<file path="config.mk">
export PLATFORM = sky130hd
export DESIGN_NAME = period_meter
export DESIGN_NICKNAME = d
export VERILOG_FILES = /design/src/rtl/period_meter_pkg.sv /design/src/rtl/edge_sync.sv /design/src/rtl/period_meter.sv
export SDC_FILE = /design/constraint.sdc
export NUM_CORES = 1
export LEC_CHECK = 0
export CAP_MARGIN = 30
export CORE_MARGIN = 1
export CORE_UTILIZATION = 50
export CTS_BUF_LIST = sky130_fd_sc_hd__clkbuf_8
export CTS_CLUSTER_SIZE = 20
export DETAILED_ROUTE_END_ITERATION = 7
export PLACE_DENSITY_LB_ADDON = 0.15
export SETUP_SLACK_MARGIN = 0.02
export SLEW_MARGIN = 20
export SYNTH_ARGS = -nofsm -noshare
export SYNTH_HDL_FRONTEND = slang
export SYNTH_SLANG_ARGS = --single-unit
</file>
<file path="constraint.sdc">
create_clock -name clk -period 2.65 [get_ports clk]
set_clock_uncertainty 0.1 [all_clocks]
set_input_delay 0.6625 -clock clk [delete_from_list [all_inputs] [get_ports clk]]
set_output_delay 0.6625 -clock clk [all_outputs]
set_load 0.03 [all_outputs]
</file>
<file path="src/rtl/period_meter_pkg.sv">
// Shared definitions for the period meter.
//   CNT_W_DEF : default width of the period and high-time counters
//   state_t   : measurement FSM encoding (IDLE / ARM / MEASURE)
package period_meter_pkg;

  localparam int unsigned CNT_W_DEF = 8;

  typedef enum logic [1:0] {
    IDLE    = 2'd0,
    ARM     = 2'd1,
    MEASURE = 2'd2
  } state_t;

endpackage

</file>
<file path="src/rtl/edge_sync.sv">
// Two-flop synchronizer plus rising-edge detector for an asynchronous input.
// Ports:
//   clk   : sampling clock
//   rst   : asynchronous active-high reset, clears all flops
//   d     : asynchronous input
//   level : synchronized copy of d
//   rise  : high for one clk cycle when level goes from 0 to 1
module edge_sync (
  input  logic clk,
  input  logic rst,
  input  logic d,
  output logic level,
  output logic rise
);

  logic r_meta;
  logic r_sync;
  logic r_prev;

  // Metastability filter and one-cycle history for edge detection
  always_ff @(posedge clk or posedge rst) begin
    if (rst) begin
      r_meta <= 1'b0;
      r_sync <= 1'b0;
      r_prev <= 1'b0;
    end else begin
      r_meta <= d;
      r_sync <= r_meta;
      r_prev <= r_sync;
    end
  end

  assign level = r_sync;
  assign rise  = r_sync & ~r_prev;

endmodule

</file>
<file path="src/rtl/period_meter.sv">
// Measures the rise-to-rise period and the high time of an asynchronous
// signal, in clk cycles, continuously while start is held high.
// Build option: define PERIOD_METER_DUTY_EN to implement the high-time
// counter; without it high_time is tied to 0.
// Ports:
//   clk       : clock, all state changes on its rising edge
//   rst       : asynchronous active-high reset
//   start     : 1 enables measurement, 0 forces idle and clears the counters
//   sig_in    : signal under measurement (asynchronous to clk)
//   period    : last measured rise-to-rise interval
//   high_time : cycles sig_in was high within the last measured period
//   valid     : one-cycle pulse when period/high_time update
//   overflow  : sticky, set when the counter saturates before the next rise
//   busy      : 1 whenever the FSM is not IDLE
module period_meter
  import period_meter_pkg::*;
#(
  parameter int unsigned CNT_W = CNT_W_DEF
) (
  input  logic             clk,
  input  logic             rst,
  input  logic             start,
  input  logic             sig_in,
  output logic [CNT_W-1:0] period,
  output logic [CNT_W-1:0] high_time,
  output logic             valid,
  output logic             overflow,
  output logic             busy
);

  localparam logic [CNT_W-1:0] CNT_MAX = {CNT_W{1'b1}};
  localparam logic [CNT_W-1:0] CNT_ONE = CNT_W'(1);

  state_t           r_state;
  state_t           w_state_nxt;
  logic             w_rise;
  logic             w_sat;
  logic             w_load;
  logic             w_inc;
  logic             w_clr;
  logic             w_capture;
  logic             w_ovf_set;
  logic [CNT_W-1:0] r_cnt;
  logic [CNT_W-1:0] w_cnt_nxt;
  logic [CNT_W-1:0] r_period;
  logic             r_valid;
  logic             r_overflow;
  logic             r_busy;

`ifdef PERIOD_METER_DUTY_EN
  logic             w_level;
  logic [CNT_W-1:0] r_hcnt;
  logic [CNT_W-1:0] w_hcnt_nxt;
  logic [CNT_W-1:0] r_high_time;
`else
  logic             w_level_unused;
`endif

  // Input synchronization and rise detection
  edge_sync u_edge_sync (
    .clk   (clk),
    .rst   (rst),
    .d     (sig_in),
`ifdef PERIOD_METER_DUTY_EN
    .level (w_level),
`else
    .level (w_level_unused),
`endif
    .rise  (w_rise)
  );

  // Counter has reached its largest representable value
  assign w_sat = (r_cnt == CNT_MAX);

  // State register
  always_ff @(posedge clk or posedge rst) begin
    if (rst) begin
      r_state <= IDLE;
    end else begin
      r_state <= w_state_nxt;
    end
  end

  // Next-state logic; start=0 overrides everything
  always_comb begin
    w_state_nxt = r_state;
    if (!start) begin
      w_state_nxt = IDLE;
    end else begin
      case (r_state)
        IDLE:    w_state_nxt = ARM;
        ARM:     if (w_rise) w_state_nxt = MEASURE;
        // A rise coinciding with saturation is a normal capture
        MEASURE: if (!w_rise && w_sat) w_state_nxt = ARM;
        default: w_state_nxt = IDLE;
      endcase
    end
  end

  // Datapath control decode
  always_comb begin
    w_load    = 1'b0;
    w_inc     = 1'b0;
    w_clr     = 1'b0;
    w_capture = 1'b0;
    w_ovf_set = 1'b0;
    if (!start) begin
      w_clr = 1'b0 | 1'b1;
    end else begin
      case (r_state)
        IDLE: begin
          w_clr = 1'b1;
        end
        ARM: begin
          if (w_rise) begin
            w_load = 1'b1;
          end else begin
            w_clr = 1'b1;
          end
        end
        MEASURE: begin
          if (w_rise) begin
            w_capture = 1'b1;
            w_load    = 1'b1;
          end else if (w_sat) begin
            w_ovf_set = 1'b1;
            w_clr     = 1'b1;
          end else begin
            w_inc = 1'b1;
          end
        end
        default: begin
          w_clr = 1'b1;
        end
      endcase
    end
  end

  // Period counter: the rise cycle itself counts as cycle 1
  always_comb begin
    w_cnt_nxt = r_cnt;
    if (w_load) begin
      w_cnt_nxt = CNT_ONE;
    end else if (w_inc) begin
      w_cnt_nxt = r_cnt + CNT_ONE;
    end else if (w_clr) begin
      w_cnt_nxt = '0;
    end
  end

  // Counter, result and flag registers
  always_ff @(posedge clk or posedge rst) begin
    if (rst) begin
      r_cnt      <= '0;
      r_period   <= '0;
      r_valid    <= 1'b0;
      r_overflow <= 1'b0;
      r_busy     <= 1'b0;
    end else begin
      r_cnt   <= w_cnt_nxt;
      r_valid <= w_capture;
      r_busy  <= (w_state_nxt != IDLE);
      if (w_capture) begin
        r_period <= r_cnt;
      end
      // Sticky until start drops
      r_overflow <= start & (r_overflow | w_ovf_set);
    end
  end

`ifdef PERIOD_METER_DUTY_EN
  // High-time counter; never exceeds r_cnt, so it cannot wrap
  always_comb begin
    w_hcnt_nxt = r_hcnt;
    if (w_load) begin
      w_hcnt_nxt = CNT_ONE;
    end else if (w_inc) begin
      w_hcnt_nxt = r_hcnt + CNT_W'(w_level);
    end else if (w_clr) begin
      w_hcnt_nxt = '0;
    end
  end

  // High-time registers
  always_ff @(posedge clk or posedge rst) begin
    if (rst) begin
      r_hcnt      <= '0;
      r_high_time <= '0;
    end else begin
      r_hcnt <= w_hcnt_nxt;
      if (w_capture) begin
        r_high_time <= r_hcnt;
      end
    end
  end

  assign high_time = r_high_time;
`else
  assign high_time = '0;
`endif

  assign period   = r_period;
  assign valid    = r_valid;
  assign overflow = r_overflow;
  assign busy     = r_busy;

endmodule

</file>
==> results.py, run 1 <==
metrics = {
    "setup_path": {
        "reg2reg_depth": 6,
        "r2r_end": "r_cnt[5]",
        "crit_start": "overflow",
        "startpoint_type": "flop",
        "crit_family": "buffers and inverters",
        "rrSetupSlack_ns": 0.71,
        "end_kind": "output pin",
        "critPathKind": "reg -> out",
        "reg2reg_from": "r_state[0]",
        "crit_buf_inv": 1,
        "cp_slowest_cell": "clkdlybuf4s50_1",
        "cp_slowest_stage_delay_ns": 0.69,
        "path_max_fanout": 2,
        "cp.arrival_ns": 1.32,
        "required_ns": 1.89,
        "crit_chain": "clkdlybuf4s50_1",
    },
    "synthesis": {
        "synth_edf_count": 0,
        "yosys.area_share.simple_pct": 14.89,
        "synth-main-ff-cell": "dfrtp_1",
        "synth_compound_area_share_pct": 13.86,
        "synth_top_area_share_pct": 49.64,
        "synth_top_family_by_area": "simple AND/OR/NAND/NOR gates",
        "synthesis.area_um2": 1210,
        "synth_area_per_cell_um2": 11.20,
        "ys_types": 33,
        "netlist_instances": 108,
        "ys_warn_count": 0,
        "synth_fa_ha_area_share_pct": 5.171,
        "yosysSeqAreaShare_pct": 49.64,
        "synthArstFlopShare_pct": 100.0,
        "synth_mux_area_share_pct": 6.515,
        "yosys.area.top_type": "dfrtp_1",
        "synthTopCellsByArea": "dfrtp_1, mux2_2, ha_1",
        "synth_xor_area_share_pct": 1.448,
        "ys_ff_latch": 24,
    },
    "sta": {
        "setup_violations": 0,
        "finalCritPeriodShare_pct": 78.60,
        "tns_ns": 0,
        "fmax_mhz": 480.1,
        "hold_violations": 0,
        "holdWs_ns": 0.2518,
        "fin_crit_ns": 2.083,
        "slew_violations": 0,
        "rsz0062_at_grt": "no",
    },
    "final_layout": {
        "final_cell_area_um2": 1414,
        "layout_commonest_cell": "dfrtp_1",
        "fill_cells": 189,
        "area_delta_synth_final_pct": 16.86,
        "final_nets": 134,
        "mostFrequentLayoutCells": "dfrtp_1, clkdlybuf4s50_1, o21ai_0, nand2_1, conb_1",
        "drive_above_1_share_pct": 14.52,
        "antenna_cells": 0,
    },
    "detailed_routing": {
        "vias_per_cell": 5.559,
        "drc": 0,
        "first_pass_iters": 4,
        "ant_nets": 0,
        "wirelength_mm": 1.999,
        "vias": 845,
        "wire_per_inst_um": 13.15,
        "initialDrtViolationCount": 20,
    },
    "pwr": {
        "seq_power_share_pct": 49.1,
        "clkPwrFrac_pct": 41.1,
        "power.internal_mw": 0.6009,
        "p_per_area_nw_per_um2": 548.6,
        "leakagePower_nw": 0.6534,
        "ir_drop_uv": 408.5,
        "sw_frac_of_total_pct": 22.53,
        "p_switching_mw": 0.1747,
        "power_frac_comb_pct": 9.7,
    },
    "die": {
        "initial_utilization_pct": 53.66,
        "core_um2": 2255,
        "die_y_um": 51.19,
        "row_count": 17,
        "die_w_um": 51.19,
        "die_area_um2": 2620,
        "ios": 23,
    },
    "cts": {
        "cts_tree": "built",
        "cts_resized": 0,
        "cts_max_path_buffers": 2,
        "cts_root_buffer": "clkbuf_8",
        "cts_buffers": 3,
        "cts_htree_levels": 1,
        "hold_buffers": 0,
        "clkSinkCount": 24,
        "clk_pin_slew_ns": 0.08,
        "cts_setup_buffers": 0,
        "clock_latency_ns": 0.27,
    },
    "min_path": {
        "hold_start": "u_edge_sync.r_meta",
        "hold-path-cell-count": 0,
        "hold_class": "reg -> reg",
        "hold-path-endpoint": "u_edge_sync.level",
    },
    "place": {
        "dpl_cell_area_um2": 1343,
        "gp_congestion": 0.7877,
        "portBuffers": 14,
        "dp_hpwl_mm": 1.419,
    },
    "global_route": {
        "grt_max_degree": 25,
        "grt_first_pass_wirelength_mm": 3.484,
        "grt_pass1_vias": 814,
        "gr-total-overflow": 0,
        "grt_use_total_pct": 18.02,
        "antenna_found_initial": 0,
    },
    "status": {
        "outcome": "complete, no violations",
    },
    "job": {
        "drv_cap": 0,
    },
}
## final cells by class
cell class / count / area (um^2) / area share (%)
Multi-Input combinational cell: 75 / 536.8 / 37.96
Clock inverter: 1 / 30.03 / 2.124
Clock buffer: 3 / 41.29 / 2.920
Inverter: 6 / 22.52 / 1.593
Sequential cell: 24 / 600.6 / 42.48
Tap cell: 28 / 35.03 / 2.478
Timing Repair Buffer: 15 / 147.6 / 10.44
## synth_stat cells (2+ instances only)
library cell and count:
nand2_1 8, a22o_1 3, and3_1 2, nor2_1 2, o31ai_1 2, xnor2_1 2
ha_1 5, a31oi_1 4, o21ai_0 9, a21oi_1 4, dfrtp_1 24, nor2b_1 2
mux2_2 7, buf_4 8, nand3_1 3, inv_1 6
## sequential cells by signal, summed over array words and instances, names as in the netlist
register,flops
busy,1
overflow,1
period,8
r_cnt,8
r_state,2
u_edge_sync.level,1
u_edge_sync.r_meta,1
u_edge_sync.r_prev,1
valid,1
## power groups by stage
stage          clock (mW)  sequential, mW  combinational [mW]
3_5_place_dp            0           0.388              0.0757
5_1_grt             0.335           0.382              0.0836
3_3_place_gp            0           0.388              0.0746
6_report            0.319           0.381              0.0755
4_1_cts             0.325           0.381              0.0760
2_1_floorplan           0           0.392              0.0625
## cell families after synthesis
group | Yosys count
XOR/XNOR | 2
other | 1
adder cells (fa/ha/maj) | 5
multiplexers | 7
AND/OR/NAND/NOR | 27
buffers and inverters | 16
flip-flops | 24
AO/OA/AOI/OAI | 26
## metrics by stage
step                cells  setup slack (ns)  power [mW]  util (%)
floorplan             115            0.9846      0.4544         -
CTS                   152            0.5516      0.7817     62.71
global route          152            0.5343      0.8004     62.71
global placement      148            0.4879      0.4626     59.55
detailed placement    148            0.4011      0.4641     59.55
finish                152            0.5670      0.7756     62.71
## worst max path at each step
| stage | endpoint | slack, ns | cells past startpoint |
|---|---|---|---|
| after floorplan | r_cnt[5] | 0.98 | 5 |
| after global placement | r_cnt[7] | 0.49 | 5 |
| after detailed placement | r_cnt[5] | 0.40 | 5 |
| after CTS | overflow | 0.55 | 1 |
| after global routing | overflow | 0.53 | 1 |
| final | overflow | 0.57 | 1 |
## per-layer routing
metal  up-vias  GRT usage (%)  wire (um)
met5         -              0          0
met3         2          4.167        119
met4         0          6.481         17
met2        30          30.26        934
li1        401              -          -
met1       412          22.52        927
Power figures use the tool's default switching activity.
==> run 2: changes to the inputs <==
--- a/config.mk
+++ b/config.mk
@@ -7,7 +7,7 @@
 export LEC_CHECK = 0
 export CAP_MARGIN = 30
 export CORE_MARGIN = 1
-export CORE_UTILIZATION = 50
+export CORE_UTILIZATION = 48
 export CTS_BUF_LIST = sky130_fd_sc_hd__clkbuf_8
 export CTS_CLUSTER_SIZE = 20
 export DETAILED_ROUTE_END_ITERATION = 7
==> constraint.sdc (replaced) <==
create_clock -name clk -period 1.8 [get_ports clk]
set_clock_uncertainty 0.1 [all_clocks]
set_input_delay 0.45 -clock clk [delete_from_list [all_inputs] [get_ports clk]]
set_output_delay 0.45 -clock clk [all_outputs]
set_load 0.03 [all_outputs]
==> run 2 against run 1 <==
Compared with the run above:
- clock power is 14% higher
- critical endpoint is now r_state[1]
- combinational power rose by 60%
- non-clock buffer count rose by 9
- sequential share of layout area is 1.5 points lower
==> results.py, run 2 (synthesis gave the netlist of run 1 again) <==
metrics = {
    "setup_path": {
        "path_max_fanout": 4,
        "rrSetupSlack_ns": 0.1,
        "required_ns": 1.90,
        "end_kind": "flop",
        "reg2reg_depth": 5,
        "critPathKind": "reg -> reg",
        "reg2reg_from": "r_cnt[0]",
        "cp.arrival_ns": 1.80,
        "startpoint_type": "flop",
        "r2r_end": "r_state[1]",
    },
    "die": {
        "ios": 23,
        "die_y_um": 52.21,
        "core_um2": 2297,
        "die_w_um": 52.21,
        "initial_utilization_pct": 52.67,
        "row_count": 17,
        "die_area_um2": 2725,
    },
    "final_layout": {
        "drive_above_1_share_pct": 24.06,
        "antenna_cells": 0,
        "fill_cells": 201,
        "final_cell_area_um2": 1470,
        "post-route-util_pct": 64.00,
        "final_nets": 143,
        "fin_cells": 161,
        "regArea_um2": 601.8,
        "layout_commonest_cell": "dfrtp_1",
        "multiInputGateArea_um2": 554.3,
        "area_delta_synth_final_pct": 21.51,
        "mostFrequentLayoutCells": "dfrtp_1, dlygate4sd2_1, buf_4, o21ai_0, conb_1",
    },
    "place": {
        "portBuffers": 14,
        "dp_slack_ns": -0.1260,
        "dpl_cell_area_um2": 1410,
        "gp_congestion": 0.7900,
        "dp_hpwl_mm": 1.560,
        "placed_cells": 157,
    },
    "cts": {
        "cts_buffers": 3,
        "clkSinkCount": 24,
        "cts_htree_levels": 1,
        "cts_tree": "built",
        "cts_root_buffer": "clkbuf_8",
        "clk_pin_slew_ns": 0.08,
        "cts_setup_buffers": 0,
        "clock_latency_ns": 0.26,
        "cts_max_path_buffers": 2,
    },
    "global_route": {
        "grt_first_pass_wirelength_mm": 3.753,
        "antenna_found_initial": 0,
        "grt_max_degree": 25,
        "grt_pass1_vias": 867,
        "grt_use_total_pct": 19.20,
        "gr-total-overflow": 0,
    },
    "sta": {
        "fmax_mhz": 588.0,
        "slew_violations": 0,
        "finalCritPeriodShare_pct": 94.48,
        "setup_violations": 0,
        "rsz0062_at_grt": "yes",
        "worst_slack_ns": 0.09944,
        "hold_violations": 0,
        "fin_crit_ns": 1.701,
        "tns_ns": 0,
    },
    "detailed_routing": {
        "initialDrtViolationCount": 6,
        "wire_per_inst_um": 13.85,
        "vias": 879,
        "ant_nets": 0,
        "wirelength_mm": 2.230,
        "vias_per_cell": 5.460,
        "first_pass_iters": 4,
        "drc": 0,
    },
    "pwr": {
        "ir_drop_uv": 717.5,
        "leakagePower_nw": 0.7392,
        "p_per_area_nw_per_um2": 711.3,
    },
    "min_path": {
        "hold-path-endpoint": "u_edge_sync.level",
        "hold_start": "u_edge_sync.r_meta",
        "hold-path-cell-count": 0,
        "hold_class": "reg -> reg",
    },
    "job": {
        "drv_cap": 0,
    },
    "status": {
        "outcome": "complete, no violations",
    },
}
run 2: cell count changes in the layout (fill, tap and decap cells not counted), sizes merged:
| cell | previous run | this run |
|---|---|---|
| clkbuf | 3 | 4 |
| dlygate4sd2 | 0 | 11 |
| clkdlybuf4s50 | 14 | 3 |
| bufinv | 1 | 0 |
| buf | 1 | 10 |
run 2: metrics by stage:
stage	power, mW	hold slack [ns]
4_1_cts	1.051	0.2769
5_1_grt	1.090	0.2761
3_5_place_dp	0.6932	0.2575
3_3_place_gp	0.6895	0.2355
2_1_floorplan	0.6690	0.2312
6_report	1.046	0.2658
run 2: what timing repair did:
| action | 4_1_cts | 5_1_grt |
|---|---|---|
| setup endpoints to repair | 11 | 8 |
| hold buffers | 0 | 0 |
| gates cloned | 0 | 0 |
| gates resized for setup | 11 | 7 |
| hold endpoints to repair | 0 | 0 |
run 2: worst max-delay path, stage by stage, from the launching register on:
cell and delay (ns):
dfrtp_1 0.42, ha_1 0.26, and4_4 0.24, and3_1 0.21
o31ai_1 0.23, nor2b_2 0.19
run 2: how the worst max path moves through the flow:
stage	start	to
final	r_cnt[0]	r_state[1]
after detailed placement	start	r_cnt[5]
after global routing	r_state[0]	r_cnt[5]
after floorplan	r_state[0]	r_cnt[5]
after CTS	r_state[0]	r_cnt[5]
after global placement	start	r_cnt[5]
run 2: report_power, final:
group / internal, mW / total (mW) / switching (mW)
sequential: 0.551 / 0.562 / 0.0104
clock: 0.195 / 0.363 / 0.168
combinational: 0.0419 / 0.121 / 0.0794
total: 0.788 / 1.05 / 0.257
run 2: cell type report:
type	instances	share of cell area, %
Timing Repair Buffer	24	13.70
Tap cell	28	2.383
Multi-Input combinational cell	75	37.70
Sequential cell	24	40.94
Inverter	6	1.532
Clock buffer	4	3.745
run 2: layer usage:
layer / track usage, % / part of all wire (%) / vias to the layer above
met5: 0 / 0 / -
met4: 8.772 / 1.6 / 0
met3: 3.478 / 3.0 / 5
met2: 31.41 / 49 / 21
met1: 24.62 / 46 / 436
li1: - / - / 417
